$ cat config.mk
export PLATFORM = sky130hd
export DESIGN_NAME = ebi_master_flat
export DESIGN_NICKNAME = d
export VERILOG_FILES = /design/src/rtl/mecobo_ebi_pkg.sv /design/src/rtl/ebi_master_if.sv /design/src/rtl/ebi_phase_timer.sv /design/src/rtl/ebi_master.sv /design/src/flat_wrapper.sv
export SDC_FILE = /design/constraint.sdc
export NUM_CORES = 1
export LEC_CHECK = 0
export CAP_MARGIN = 0
export CORE_ASPECT_RATIO = 0.75
export CORE_MARGIN = 1
export CORE_UTILIZATION = 41
export CTS_BUF_LIST = sky130_fd_sc_hd__clkbuf_2
export DETAILED_ROUTE_END_ITERATION = 7
export GPL_TIMING_DRIVEN = 0
export PLACE_DENSITY = 0.78
export SYNTH_ARGS = -nofsm -noshare
export SYNTH_HDL_FRONTEND = slang
export SYNTH_SLANG_ARGS = --single-unit
$ cat constraint.sdc
create_clock -name clk -period 1.7 [get_ports clk]
set_input_delay 0.255 -clock clk [delete_from_list [all_inputs] [get_ports clk]]
set_output_delay 0.255 -clock clk [all_outputs]
set_load 0.01 [all_outputs]
$ cat src/rtl/mecobo_ebi_pkg.sv
// mecobo_ebi_pkg: shared widths, FSM states and constants for the EBI master.
// Dependents honour the optional EBI_ARDY_EN feature macro.
package mecobo_ebi_pkg;

    localparam int EBI_ADDR_W = 19;
    localparam int EBI_DATA_W = 16;

    // Returned as read data when the target never signals ready.
    localparam logic [EBI_DATA_W-1:0] EBI_ERR_DATA = 16'hDEAD;

    typedef enum logic [1:0] {
        IDLE,
        SETUP,
        STROBE,
        HOLD
    } ebi_state_e;

    // Phase timers count down to zero, so a phase of n cycles loads n-1.
    function automatic logic [3:0] phase_ld(input int n);
        return 4'(n - 1);
    endfunction

endpackage

$ cat src/rtl/ebi_master_if.sv
// ebi_master_if: request/response handshake plus the EBI pin bundle.
// The ebi_ardy pin exists only when EBI_ARDY_EN is defined.
interface ebi_master_if;
    import mecobo_ebi_pkg::*;

    logic                  req_valid;
    logic                  req_ready;
    logic                  req_wr;
    logic [EBI_ADDR_W-1:0] req_addr;
    logic [EBI_DATA_W-1:0] req_wdata;

    logic                  rsp_valid;
    logic [EBI_DATA_W-1:0] rsp_rdata;
    logic                  rsp_err;

    logic [EBI_ADDR_W-1:0] ebi_addr;
    logic [EBI_DATA_W-1:0] ebi_data_out;
    logic                  ebi_data_oe;
    logic [EBI_DATA_W-1:0] ebi_data_in;
    logic                  ebi_cs;
    logic                  ebi_rd;
    logic                  ebi_wr;
`ifdef EBI_ARDY_EN
    logic                  ebi_ardy;
`endif

    modport master (
`ifdef EBI_ARDY_EN
        input  ebi_ardy,
`endif
        input  req_valid, req_wr, req_addr, req_wdata, ebi_data_in,
        output req_ready, rsp_valid, rsp_rdata, rsp_err,
        output ebi_addr, ebi_data_out, ebi_data_oe,
        output ebi_cs, ebi_rd, ebi_wr
    );

    modport slave (
`ifdef EBI_ARDY_EN
        output ebi_ardy,
`endif
        output req_valid, req_wr, req_addr, req_wdata, ebi_data_in,
        input  req_ready, rsp_valid, rsp_rdata, rsp_err,
        input  ebi_addr, ebi_data_out, ebi_data_oe,
        input  ebi_cs, ebi_rd, ebi_wr
    );

endinterface

$ cat src/rtl/ebi_phase_timer.sv
// ebi_phase_timer: loadable down-counter that parks at zero.
// done is high while the count is zero, i.e. in the last cycle of a phase.
module ebi_phase_timer #(
    parameter int W = 4
) (
    input  logic         clk,
    input  logic         rst,
    input  logic         load,
    input  logic         en,
    input  logic [W-1:0] val,
    output logic         done
);

    logic [W-1:0] cnt_q;

    // Load wins over counting; the count never wraps below zero.
    always_ff @(posedge clk) begin
        if (!rst) begin
            cnt_q <= '0;
        end else if (load) begin
            cnt_q <= val;
        end else if (en && cnt_q != '0) begin
            cnt_q <= cnt_q - 1'b1;
        end
    end

    assign done = (cnt_q == '0);

endmodule

$ cat src/rtl/ebi_master.sv
// ebi_master: turns one valid/ready request into a timed EBI read/write cycle.
// EBI_ARDY_EN: strobe stretched while ebi_ardy is low, bounded by TIMEOUT_CYCLES.
module ebi_master
    import mecobo_ebi_pkg::*;
#(
    parameter int SETUP_CYCLES   = 2,
    parameter int STROBE_CYCLES  = 4,
    parameter int HOLD_CYCLES    = 2,
    parameter int TIMEOUT_CYCLES = 64
) (
    input logic          clk,
    input logic          rst,
    ebi_master_if.master bus
);

    localparam logic [3:0] SETUP_LD  = phase_ld(SETUP_CYCLES);
    localparam logic [3:0] STROBE_LD = phase_ld(STROBE_CYCLES);
    localparam logic [3:0] HOLD_LD   = phase_ld(HOLD_CYCLES);

    if (SETUP_CYCLES < 1 || SETUP_CYCLES > 15 ||
        STROBE_CYCLES < 1 || STROBE_CYCLES > 15 ||
        HOLD_CYCLES < 1 || HOLD_CYCLES > 15 ||
        TIMEOUT_CYCLES < 1) begin : g_cfg_check
        $error("ebi_master: timing parameter out of range");
    end

    ebi_state_e            st_q;
    ebi_state_e            st_d;
    logic                  accept;
    logic                  wr_q;
    logic                  wr_n;
    logic [EBI_DATA_W-1:0] rdata_q;
    logic                  ph_load;
    logic [3:0]            ph_val;
    logic                  ph_done;
    logic                  go_hold;
    logic                  cap;
    logic                  fin;
`ifdef EBI_ARDY_EN
    localparam int TMO_W = $clog2(TIMEOUT_CYCLES + 1);
    logic                  tmo_load;
    logic                  tmo_en;
    logic                  tmo_done;
    logic                  tmo_hit;
    logic                  err_q;
`endif

    assign accept = (st_q == IDLE) && bus.req_valid && bus.req_ready;
    assign wr_n   = accept ? bus.req_wr : wr_q;

    ebi_phase_timer #(.W(4)) u_phase (
        .clk  (clk),
        .rst  (rst),
        .load (ph_load),
        .en   (1'b1),
        .val  (ph_val),
        .done (ph_done)
    );

`ifdef EBI_ARDY_EN
    ebi_phase_timer #(.W(TMO_W)) u_tmo (
        .clk  (clk),
        .rst  (rst),
        .load (tmo_load),
        .en   (tmo_en),
        .val  (TMO_W'(TIMEOUT_CYCLES)),
        .done (tmo_done)
    );
`endif

    // Next-state decode and phase-timer reloads.
    always_comb begin
        st_d    = st_q;
        ph_load = 1'b0;
        ph_val  = '0;
        go_hold = 1'b0;
        cap     = 1'b0;
        fin     = 1'b0;
`ifdef EBI_ARDY_EN
        tmo_load = 1'b0;
        tmo_en   = 1'b0;
        tmo_hit  = 1'b0;
`endif
        unique case (st_q)
            IDLE: begin
                if (accept) begin
                    st_d    = SETUP;
                    ph_load = 1'b1;
                    ph_val  = SETUP_LD;
                end
            end
            SETUP: begin
                if (ph_done) begin
                    st_d    = STROBE;
                    ph_load = 1'b1;
                    ph_val  = STROBE_LD;
`ifdef EBI_ARDY_EN
                    tmo_load = 1'b1;
`endif
                end
            end
            STROBE: begin
                if (ph_done) begin
`ifdef EBI_ARDY_EN
                    if (bus.ebi_ardy) begin
                        cap     = 1'b1;
                        go_hold = 1'b1;
                    end else if (tmo_done) begin
                        tmo_hit = 1'b1;
                        go_hold = 1'b1;
                    end else begin
                        tmo_en = 1'b1;
                    end
`else
                    cap     = 1'b1;
                    go_hold = 1'b1;
`endif
                end
            end
            HOLD: begin
                if (ph_done) begin
                    st_d = IDLE;
                    fin  = 1'b1;
                end
            end
            default: st_d = IDLE;
        endcase
        if (go_hold) begin
            st_d    = HOLD;
            ph_load = 1'b1;
            ph_val  = HOLD_LD;
        end
    end

    // State, request direction and read-data capture.
    always_ff @(posedge clk) begin
        if (!rst) begin
            st_q    <= IDLE;
            wr_q    <= 1'b0;
            rdata_q <= '0;
`ifdef EBI_ARDY_EN
            err_q   <= 1'b0;
`endif
        end else begin
            st_q <= st_d;
            if (accept) begin
                wr_q <= bus.req_wr;
            end
            if (cap) begin
                rdata_q <= bus.ebi_data_in;
            end
`ifdef EBI_ARDY_EN
            if (accept) begin
                err_q <= 1'b0;
            end
            if (tmo_hit) begin
                err_q   <= 1'b1;
                rdata_q <= EBI_ERR_DATA;
            end
`endif
        end
    end

    // Registered pins and handshake, all derived from the next state.
    always_ff @(posedge clk) begin
        if (!rst) begin
            bus.req_ready    <= 1'b0;
            bus.rsp_valid    <= 1'b0;
            bus.rsp_rdata    <= '0;
            bus.rsp_err      <= 1'b0;
            bus.ebi_addr     <= '0;
            bus.ebi_data_out <= '0;
            bus.ebi_data_oe  <= 1'b0;
            bus.ebi_cs       <= 1'b1;
            bus.ebi_rd       <= 1'b1;
            bus.ebi_wr       <= 1'b1;
        end else begin
            bus.req_ready   <= (st_d == IDLE);
            bus.ebi_cs      <= (st_d == IDLE);
            bus.ebi_rd      <= !((st_d == STROBE) && !wr_q);
            bus.ebi_wr      <= !((st_d == STROBE) && wr_q);
            bus.ebi_data_oe <= (st_d != IDLE) && wr_n;
            if (accept) begin
                bus.ebi_addr <= bus.req_addr;
                if (bus.req_wr) begin
                    bus.ebi_data_out <= bus.req_wdata;
                end
            end
            bus.rsp_valid <= fin;
`ifdef EBI_ARDY_EN
            if (fin) begin
                bus.rsp_rdata <= (wr_q && !err_q) ? '0 : rdata_q;
                bus.rsp_err   <= err_q;
            end
`else
            if (fin) begin
                bus.rsp_rdata <= wr_q ? '0 : rdata_q;
            end
            bus.rsp_err <= 1'b0;
`endif
        end
    end

endmodule

$ cat src/flat_wrapper.sv
// flat-port wrapper written by rule: the top's interface ports become plain ports
module ebi_master_flat import mecobo_ebi_pkg::*;
#(
    parameter int SETUP_CYCLES   = 2,
    parameter int STROBE_CYCLES  = 4,
    parameter int HOLD_CYCLES    = 2,
    parameter int TIMEOUT_CYCLES = 64
)
  (clk, rst, bus_req_valid, bus_req_wr, bus_req_addr, bus_req_wdata, bus_ebi_data_in, bus_req_ready, bus_rsp_valid, bus_rsp_rdata, bus_rsp_err, bus_ebi_addr, bus_ebi_data_out, bus_ebi_data_oe, bus_ebi_cs, bus_ebi_rd, bus_ebi_wr);
  ebi_master_if bus_i ();
  input logic clk;
  input logic rst;
  input wire logic [$bits(bus_i.req_valid)-1:0] bus_req_valid;
  input wire logic [$bits(bus_i.req_wr)-1:0] bus_req_wr;
  input wire logic [$bits(bus_i.req_addr)-1:0] bus_req_addr;
  input wire logic [$bits(bus_i.req_wdata)-1:0] bus_req_wdata;
  input wire logic [$bits(bus_i.ebi_data_in)-1:0] bus_ebi_data_in;
  output wire logic [$bits(bus_i.req_ready)-1:0] bus_req_ready;
  output wire logic [$bits(bus_i.rsp_valid)-1:0] bus_rsp_valid;
  output wire logic [$bits(bus_i.rsp_rdata)-1:0] bus_rsp_rdata;
  output wire logic [$bits(bus_i.rsp_err)-1:0] bus_rsp_err;
  output wire logic [$bits(bus_i.ebi_addr)-1:0] bus_ebi_addr;
  output wire logic [$bits(bus_i.ebi_data_out)-1:0] bus_ebi_data_out;
  output wire logic [$bits(bus_i.ebi_data_oe)-1:0] bus_ebi_data_oe;
  output wire logic [$bits(bus_i.ebi_cs)-1:0] bus_ebi_cs;
  output wire logic [$bits(bus_i.ebi_rd)-1:0] bus_ebi_rd;
  output wire logic [$bits(bus_i.ebi_wr)-1:0] bus_ebi_wr;
  assign bus_i.req_valid = bus_req_valid;
  assign bus_i.req_wr = bus_req_wr;
  assign bus_i.req_addr = bus_req_addr;
  assign bus_i.req_wdata = bus_req_wdata;
  assign bus_i.ebi_data_in = bus_ebi_data_in;
  assign bus_req_ready = bus_i.req_ready;
  assign bus_rsp_valid = bus_i.rsp_valid;
  assign bus_rsp_rdata = bus_i.rsp_rdata;
  assign bus_rsp_err = bus_i.rsp_err;
  assign bus_ebi_addr = bus_i.ebi_addr;
  assign bus_ebi_data_out = bus_i.ebi_data_out;
  assign bus_ebi_data_oe = bus_i.ebi_data_oe;
  assign bus_ebi_cs = bus_i.ebi_cs;
  assign bus_ebi_rd = bus_i.ebi_rd;
  assign bus_ebi_wr = bus_i.ebi_wr;
  ebi_master #(.SETUP_CYCLES(SETUP_CYCLES), .STROBE_CYCLES(STROBE_CYCLES), .HOLD_CYCLES(HOLD_CYCLES), .TIMEOUT_CYCLES(TIMEOUT_CYCLES)) u_core (.clk(clk), .rst(rst), .bus(bus_i));
endmodule
Word-level counts from Yosys, hierarchy flattened. Cells that the tools add are included.

Register bits: 80. Input port bits: 55. Word-level logic and storage cells: 52.

Reductions and logical operators: 15. Add/subtract/negate cells: 1. Muxes and demuxes: 19. Equal/unequal tests: 4.

Operators with widths (count): 16-bit 2-to-1 mux (1); 4-bit 2-to-1 mux (3); 2-bit 2-to-1 mux (5); 4-bit one-hot mux with 2 select lines (1); 1-bit 2-to-1 mux (7); 2-bit equality test (second input constant) (3); 2-bit one-hot mux with 3 select lines (1); 1-bit logical AND (5); 2-bit zero test (2); 4-bit zero test (1); 2-bit nonzero test (2); 4-bit nonzero test (1); 4-bit by 1-bit subtractor with 4-bit output (second input constant) (1); 1-bit zero test (3); 2-bit by 1-bit equality test with 1-bit output (second input constant) (1); 1-bit one-hot mux with 2 select lines (1); 2-bit AND reduction (1).

Longest topological paths before layout. Gate-level depths: netlist of the first run.

Word-level depth: 9. Mapped depth: 8. Gate-level depth less buffers: 6.

Hierarchy. From an unflattened synthesis of the first run, not the netlist that was laid out.

Cells, all modules: 331. Area, all modules: 2954.1 sq um.

Modules (own cells, without submodules): ebi_master (cells each 300, times used 1, area each 2697.6 sq um, sequential area each 1521.5 sq um); ebi_phase_timer (cells each 31, times used 1, area each 256.5 sq um, sequential area each 80.1 sq um).

Worst setup path after synthesis of the first run. OpenSTA, ideal clock, no wires.

Path kind: register to register. Start: reg u_core.u_phase.cnt_q[0]. End: reg u_core.bus.rsp_rdata[14]. Setup time: 137 ps. Stages on the path, launching flop included: 8. Data arrival time: 1415 ps. Path slack: 149 ps. Data required time: 1563 ps. Buffers on the path: 1. Path through: dfxtp_1 > inv_1 > ha_1 > nor3b_4 > nand3_1 > clkbuf_1 > nand2_1 > a21oi_1.

Cells in the longest elaborated chain, start to end: 3.

RTL lines: start, declared (RTL line ebi_phase_timer.sv:14) `logic [W-1:0] cnt_q;`; start signal, assigned (RTL line ebi_phase_timer.sv:21) `cnt_q <= val;`; start signal, assigned (RTL line ebi_phase_timer.sv:23) `cnt_q <= cnt_q - 1'b1;`; 4-bit zero test (RTL line ebi_phase_timer.sv:27) `assign done = (cnt_q == '0);`; 1-bit 2-to-1 mux (RTL line ebi_master.sv:121) `if (ph_done) begin`; 1-bit 2-to-1 mux (RTL line ebi_master.sv:84) `unique case (st_q)`; end signal, assigned (RTL line ebi_master.sv:197) `bus.rsp_rdata <= wr_q ? '0 : rdata_q;`; end, declared (RTL line ebi_master_if.sv:32) `output req_ready, rsp_valid, rsp_rdata, rsp_err,`.

No other way between the ends. A chain may end at the register's enable or synchronous reset.

Final worst setup path of the first run.
Start: reg u_core.u_phase.cnt_q[1]. End: reg u_core.u_phase.cnt_q[0].

Cells in the longest elaborated chain, start to end: 5. Elaborated cells on any way between the ends: 11. Those cells by class: mux: 8; reduce/logical: 3.

RTL lines: 4-bit zero test (RTL line ebi_phase_timer.sv:27); 2-bit 2-to-1 mux or 1-bit 2-to-1 mux (tied branches) (RTL line ebi_master.sv:93, ebi_master.sv:103); 4-bit one-hot mux with 2 select lines, or another cell as far along (RTL line ebi_master.sv:84); 4-bit 2-to-1 mux or 1-bit 2-to-1 mux (tied branches) (RTL line ebi_master.sv:128) `if (go_hold) begin`; 4-bit 2-to-1 mux or 2-bit nonzero test (tied branches).

Parallel ways exist; a longest one is shown, timed or not.

==> results.md, run 1 <==
- Flop pwr share: 46.6%
- GRT Overall Usage: 22.15%
- Slew @ Worst Pin: 605.4 ps
- Max Cap Viol: 0
- Synth Instances: 360
- Pre-antenna DRT Iters: 4
- Static leakage: 2.335 nW
- Clock transition at the registers of the reported paths: 200 ps
- Final antenna-violating net count: 0
- Largest net degree at the start of global routing: 19
- ANT cells: 0
- Number of synthesized register bits: 80
- Kind of end point of the critical path: flip-flop
- Final Worst Setup Slack: 51.07 ps
- Drt drc: 0
- Routed wire length: 8397 microns
- CP Launch Type: flip-flop
- CP arrival: 2070 ps
- Final core occ: 67.02%
- Slowest-stage cell, CP: dfxtp_2
- Initial Util: 43.39%
- Seq/Total Area, Yosys: 53.02%
- Syn Area/Cell: 8.390 sq um
- Max Clock Freq: 0.6065 GHz
- Share of layout cells above drive strength 1: 19.96%
- Synth area leaders: dfxtp_1 (53%), nand2_1 (14%), a21oi_1 (11%), nand3b_1 (4.5%), nand3_1 (3.3%)
- Period utilization: 97.00%
- Clock skew: 20.34 ps
- Layout filler cell count: 572
- Final slew viol count: 0
- Setup TNS: 0 ps
- Final Hold Slack: 69.07 ps
- Skew-Pair Late Insertion Delay: 510 ps
- Crit Path Class: flip-flop to flip-flop
- CTS Sinks: 80
- Syn-to-layout area delta: 54.47%
- VDD IR max: 0.4901 mV
- Number of buffers created by CTS: 9
- Overflow after GRT: 0
- Setup repair after global routing missed its margin: true
- Full die area: 7718 sq um
- Part of the power in combinational logic: 32.4%
- Clock Root Buffer: clkbuf_2
- Multi-input logic area: 1296 sq um
- Final setup fails: 0
- Switching power: 1.446 mW
- Hold Fails Final Rpt: 0
- H-Tree Level Count: 3
- Site Rows: 26
- CP required: 2120 ps
- Power Density: 989.2 nW/um^2
- Syn nets: 416
- Cell family with most CP delay: simple AND/OR/NAND/NOR gates
- Delay of the slowest cell on the worst path: 370 ps
- WL/cell: 14.02 microns
- Final std cells w/o fill: 599
- Share of the synthesized area in the top cell type: 53.02%
- Slew HR: 59.64%
- Die height: 76.33 microns
- Dpl hpwl: 5815 microns
- Final nets: 553
- Post-synth cell types: 32
- Initial antenna violation count: 0
- Post-Place Setup Slack: -278.9 ps
- Vias/cell: 4.885
- Cell-internal power: 3.170 mW
- Global-route wire length before repair: 13300 microns
- DRT iter0 DRCs: 87
- Dpl cells: 568
- Top Ports: 113
- Worst hold path class: input pin to flip-flop
- Netlist Area Pre-Place: 3020 sq um
- Sequential Area: 1640 sq um
- Syn. warnings: 0
- Core area: 6962 sq um
- CTS hold repair buffers: 0
- CP Cell Sequence: inv_2, ha_4, or3b_1, buf_6, buf_4, nor3_2, a21oi_1, o21a_1
- TritonCTS clock tree: built
- Sw Share: 31.32%
- Via count: 2926
- Clock Tree Buf Depth: 2
- CP Max Fanout: 5
- Crit path buf inv count: 3
- IO Port Bufs: 110
- Clk network pwr share: 21.0%
- Run status: completed
- RD Place Congestion: 0.8205
- Die X: 101.1 microns
- Number of global-route vias before repair: 2840
- Crit path time final: 1649 ps
- Leading area contributor after synthesis: dfxtp_1
[path summary, 6_finish.rpt]
kind	startpoint	endpoint	slack [ps]	depth (start not counted)
worst min register to register	u_core.bus.ebi_addr[4]$_SDFFE_PN0N_	u_core.bus.ebi_addr[4]$_SDFFE_PN0N_	460	2
worst max-delay path	u_core.u_phase.cnt_q[1]$_SDFFE_PN0P_	u_core.u_phase.cnt_q[0]$_SDFFE_PN0P_	50	8
worst max register to register	u_core.u_phase.cnt_q[1]$_SDFFE_PN0P_	u_core.u_phase.cnt_q[0]$_SDFFE_PN0P_	50	8
worst min-delay path	bus_req_wr	u_core.bus.ebi_data_out[10]$_SDFFE_PN0P_	70	3
[cell families after synthesis]
family,after synthesis,share of synthesized area (%)
other,1,0.1242
AOI/OAI and AO/OA,79,14.25
muxes,1,0.3728
DFF,80,53.02
and+or+nand+nor,168,26.18
adders and majority gates,1,0.4142
buffers and inverters,30,5.634
[sequential cells by signal, indices dropped and copies added, names as in the netlist]
register and count:
u_core.u_phase.cnt_q 4, u_core.bus.ebi_data_oe 1, u_core.bus.ebi_cs 1, u_core.rdata_q 16, u_core.bus.req_ready 1, u_core.bus.ebi_addr 19
u_core.bus.ebi_rd 1, u_core.bus.ebi_data_out 16, u_core.bus.ebi_wr 1, u_core.wr_q 1, u_core.st_q 2, u_core.bus.rsp_rdata 16
u_core.bus.rsp_valid 1
[metrics by stage]
step                      power, mW  area (sq um)
after floorplan               2.928          3020
after global placement        3.376          4244
after detailed placement      3.422          4244
after CTS                     4.419          4387
after global routing          4.882          4666
final                         4.615          4666
[cells in the mapped netlist (all sizes together)]
cell type  number
nand2         112
nor4bb          1
clkbuf         14
mux2            1
dfxtp          80
or3b            1
or3             1
ha              1
o21ai           2
nand2b          2
o21a            1
a31oi           1
nand3          20
and3            1
nor3            2
inv             3
buf            13
nor3b           1
nand3b         18
a211oi          3
a21oi          72
nor2            7
conb            1
nor2b           2
[cell usage in the layout (no fill, tap or decap), types with 3 or more instances in the layout]
cell type and n:
nand2_1 109, a21oi_1 65, clkdlybuf4s50_1 54, dfxtp_1 49, dlymetal6s2s_1 36, dfxtp_2 31
dlygate4sd2_1 20, buf_4 19, nand3_1 19, nand3b_1 18, clkbuf_2 14, clkbuf_1 10
a21oi_2 7, nor2_1 6, buf_6 4, inv_2 3, buf_2 3
[area by class of cell]
cell class,count,share of cell area [%]
flip-flops and latches,80,35.16
repair buffers,128,28.61
multi-input cells,250,27.78
plain buffers,25,3.352
well taps,98,2.628
clock buffers,12,1.287
clock inverters,3,0.9386
inverters,3,0.2414
[power by group through the flow]
stage	Sequential (mW)	Clock (mW)	Combinational (mW)
global route	2.17	1.08	1.63
detailed placement	2.19	0	1.23
floorplan	2.22	0	0.711
finish	2.15	0.970	1.49
global placement	2.18	0	1.20
CTS	2.15	0.989	1.28
[timing repair]
item / CTS / global route
pin swaps: 1 / 3
resized for setup: 49 / 62
endpoints found under the setup margin: 57 / 72
setup buffers: 3 / 13
gates cloned: 0 / 2
[layer usage]
metal | wire length [microns] | global-route usage, %
met3 | 730 | 9.266
met5 | 0 | 0
met1 | 3580 | 27.16
met2 | 4004 | 36.46
met4 | 81 | 4.058
[worst register-to-register path: stages, from the launching register on]
cell and delay, ps:
dfxtp_2 370, inv_2 60, ha_4 150, or3b_1 360
buf_6 140, buf_4 130, nor3_2 140, a21oi_1 60
o21a_1 160
Power figures use the tool's default switching activity.
==> run 2: changes to the inputs <==
Settings changed: CORE_MARGIN 1 to not set.
Clock period 1.7 ns to 1.5 ns, I/O delays scaled along.
==> results.md, run 2 (synthesis gave the netlist of run 1 again) <==
- Initial antenna violation count: 0 (unchanged)
- Multi-input logic area: 1510 sq um (+17%)
- Delay of the slowest cell on the worst path: 420 ps (+50 ps)
- Cell family with most CP delay: simple AND/OR/NAND/NOR gates
- Clock skew: 29.83 ps (+9.487 ps)
- IO Port Bufs: 110 (unchanged)
- GRT Overall Usage: 23.79% (+1.6 points)
- Core area: 6962 sq um (unchanged)
- Top Ports: 113 (unchanged)
- Final antenna-violating net count: 0 (unchanged)
- Global-route wire length before repair: 14310 microns (+7.6%)
- CP Launch Type: flip-flop
- Crit Path Class: flip-flop to flip-flop
- Run status: finished with violations
- Hold endpoint: u_core.bus.ebi_addr[12]$_SDFFE_PN0N_
- Number of global-route vias before repair: 2991 (+5.3%)
- Share of layout cells above drive strength 1: 31.05% (+11 points)
- Period utilization: 105.6% (+8.6 points)
- Hold path depth: 3 (unchanged)
- Layout filler cell count: 594 (+3.8%)
- RR Endpoint: u_core.u_phase.cnt_q[0]$_SDFFE_PN0P_
- Initial Util: 43.39% (unchanged)
- Final setup fails: 22 (+22)
- Max Clock Freq: 0.6311 GHz (+4.1%)
- TritonCTS clock tree: built
- Most frequent cells in the layout: nand2_1 (94), dlygate4sd2_1 (56), clkdlybuf4s50_1 (53)
- Overflow after GRT: 0 (unchanged)
- R2R Setup Slk: -80 ps (-140 ps)
- Final slew viol count: 0 (unchanged)
- Power Density: 1128 nW/um^2 (+14%)
- Slew HR: 55.97% (-3.7 points)
- Via count: 3017 (+3.1%)
- Setup repair after global routing missed its margin: true
- Skew-Pair Late Insertion Delay: 480 ps (-30 ps)
- Vias/cell: 4.946 (+1.3%)
- Register with the most flip-flops: u_core.bus.ebi_addr
- HP Start: bus_req_addr[12]
- Site Rows: 26 (unchanged)
- Commonest non-fill, non-tap cell in the layout: nand2_1
- Kind of end point of the critical path: flip-flop
- Max Cap Viol: 0 (unchanged)
- Die height: 76.33 microns (unchanged)
- Crit path time final: 1585 ps (-64.42 ps)
- Worst hold path class: input pin to flip-flop
- VDD IR max: 0.7509 mV (+53%)
- Die X: 101.1 microns (unchanged)
- CP arrival: 1990 ps (-80 ps)
- Setup TNS: -763.2 ps (-763.2 ps)
- CP Cell Sequence: inv_2, ha_4, or3b_4, buf_6, nor3_4, a21oi_2, o21a_1
- R2r startpoint: u_core.u_phase.cnt_q[1]$_SDFFE_PN0P_
- Drt drc: 0 (unchanged)
- Number of buffers created by CTS: 9 (unchanged)
- Slowest-stage cell, CP: or3b_4
- Final Worst Setup Slack: -84.51 ps (-135.6 ps)
- Violated checks: setup timing
- CP Max Fanout: 4 (-1)
- Crit path buf inv count: 2 (-1)
- Reg2reg path depth: 7 (-1)
- Clock Root Buffer: clkbuf_2
- RD Place Congestion: 0.7952 (-3.1%)
- Clock transition at the registers of the reported paths: 220 ps (+20 ps)
- Pre-antenna DRT Iters: 4 (unchanged)
- Sequential Area: 1657 sq um (+0.99%)
- Static leakage: 2.070 nW (-11%)
- Clock Tree Buf Depth: 2 (unchanged)
- Hold Fails Final Rpt: 0 (unchanged)
- Routed wire length: 8827 microns (+5.1%)
- ANT cells: 0 (unchanged)
- Final Hold Slack: 248.1 ps (+179.0 ps)
- Final nets: 563 (+1.8%)
- CTS Sinks: 80 (unchanged)
- Full die area: 7718 sq um (unchanged)
- H-Tree Level Count: 3 (unchanged)
- DRT iter0 DRCs: 97 (+11%)
- Largest net degree at the start of global routing: 14 (-5)
- Dpl hpwl: 5811 microns (about the same)
- CP required: 1900 ps (-220 ps)
- Max reg flops: 19 (unchanged)
- Syn-to-layout area delta: 62.76%
- Slew @ Worst Pin: 660.4 ps (+55.04 ps)
- WL/cell: 14.47 microns (+3.2%)
[run 2: changes by cell type in the layout (fill, tap and decap cells not counted), moves of 10 or more]
cell	before	now
dlymetal6s2s_1	36	0
a21oi_2	7	22
dfxtp_1	49	38
buf_6	4	15
dlygate4sd2_1	20	56
a21oi_1	65	50
nand2_1	109	94
dfxtp_2	31	41
nand2_4	1	14
[run 2: tightest hold or removal path: cells and delay by family]
| kind | cells | cell delay, ps |
|---|---|---|
| compound gates | 1 | 50 |
| buf+inv | 1 | 400 |
| simple gates | 1 | 50 |
[run 2: area by class of cell]
cell class / instances / share of cell area (%)
plain buffers: 24 / 3.691
repair buffers: 139 / 26.83
clock inverters: 4 / 1.120
clock buffers: 12 / 1.222
well taps: 98 / 2.494
flip-flops and latches: 80 / 33.70
multi-input cells: 250 / 30.72
inverters: 3 / 0.2291
[run 2: how the worst max path moves through the flow]
stage / from / to / slack, ps / cells after the start
final: u_core.u_phase.cnt_q[1]$_SDFFE_PN0P_ / u_core.u_phase.cnt_q[0]$_SDFFE_PN0P_ / -80 / 7
after global routing: u_core.u_phase.cnt_q[1]$_SDFFE_PN0P_ / u_core.bus.rsp_rdata[5]$_SDFFE_PN0P_ / -140 / 8
after CTS: u_core.u_phase.cnt_q[0]$_SDFFE_PN0P_ / u_core.rdata_q[8]$_SDFFE_PN0P_ / -160 / 8
after detailed placement: bus_req_valid / u_core.bus.ebi_data_out[3]$_SDFFE_PN0P_ / -390 / 7
after global placement: bus_req_valid / u_core.bus.ebi_data_out[5]$_SDFFE_PN0P_ / -370 / 7
after floorplan: u_core.u_phase.cnt_q[0]$_SDFFE_PN0P_ / u_core.rdata_q[6]$_SDFFE_PN0P_ / -4 / 8
[run 2: per-layer routing]
layer / global-route usage, % / routed length (microns)
met5: 0 / 0
met3: 7.706 / 609
met1: 29.42 / 3830
met4: 6.377 / 90
met2: 39.59 / 4297
[run 2: power breakdown]
group | switching (mW) | internal [mW] | total [mW]
combinational | 0.957 | 0.982 | 1.94
sequential | 0.128 | 2.34 | 2.46
clock | 0.729 | 0.412 | 1.14
[run 2: through the flow]
stage               setup slack [ps]  cell area [sq um]  instances  util, %  total power [mW]
floorplan                     -3.641               3038        360        -             3.347
global placement              -370.1               4262        568    61.21             3.862
detailed placement            -393.2               4262        568    61.21             3.893
CTS                           -164.6               4730        610    67.94             5.370
global route                  -139.3               4916        610    70.61             5.866
finish                        -84.51               4916        610    70.61             5.544
[run 2: what timing repair did]
action / in CTS / in global routing
gates cloned: 1 / 1
gates resized for setup: 140 / 59
buffers inserted: 25 / 2
endpoints found under the hold margin: 6 / 0
hold buffers: 1 / 0
pin swaps: 25 / 27
endpoints found under the setup margin: 127 / 74
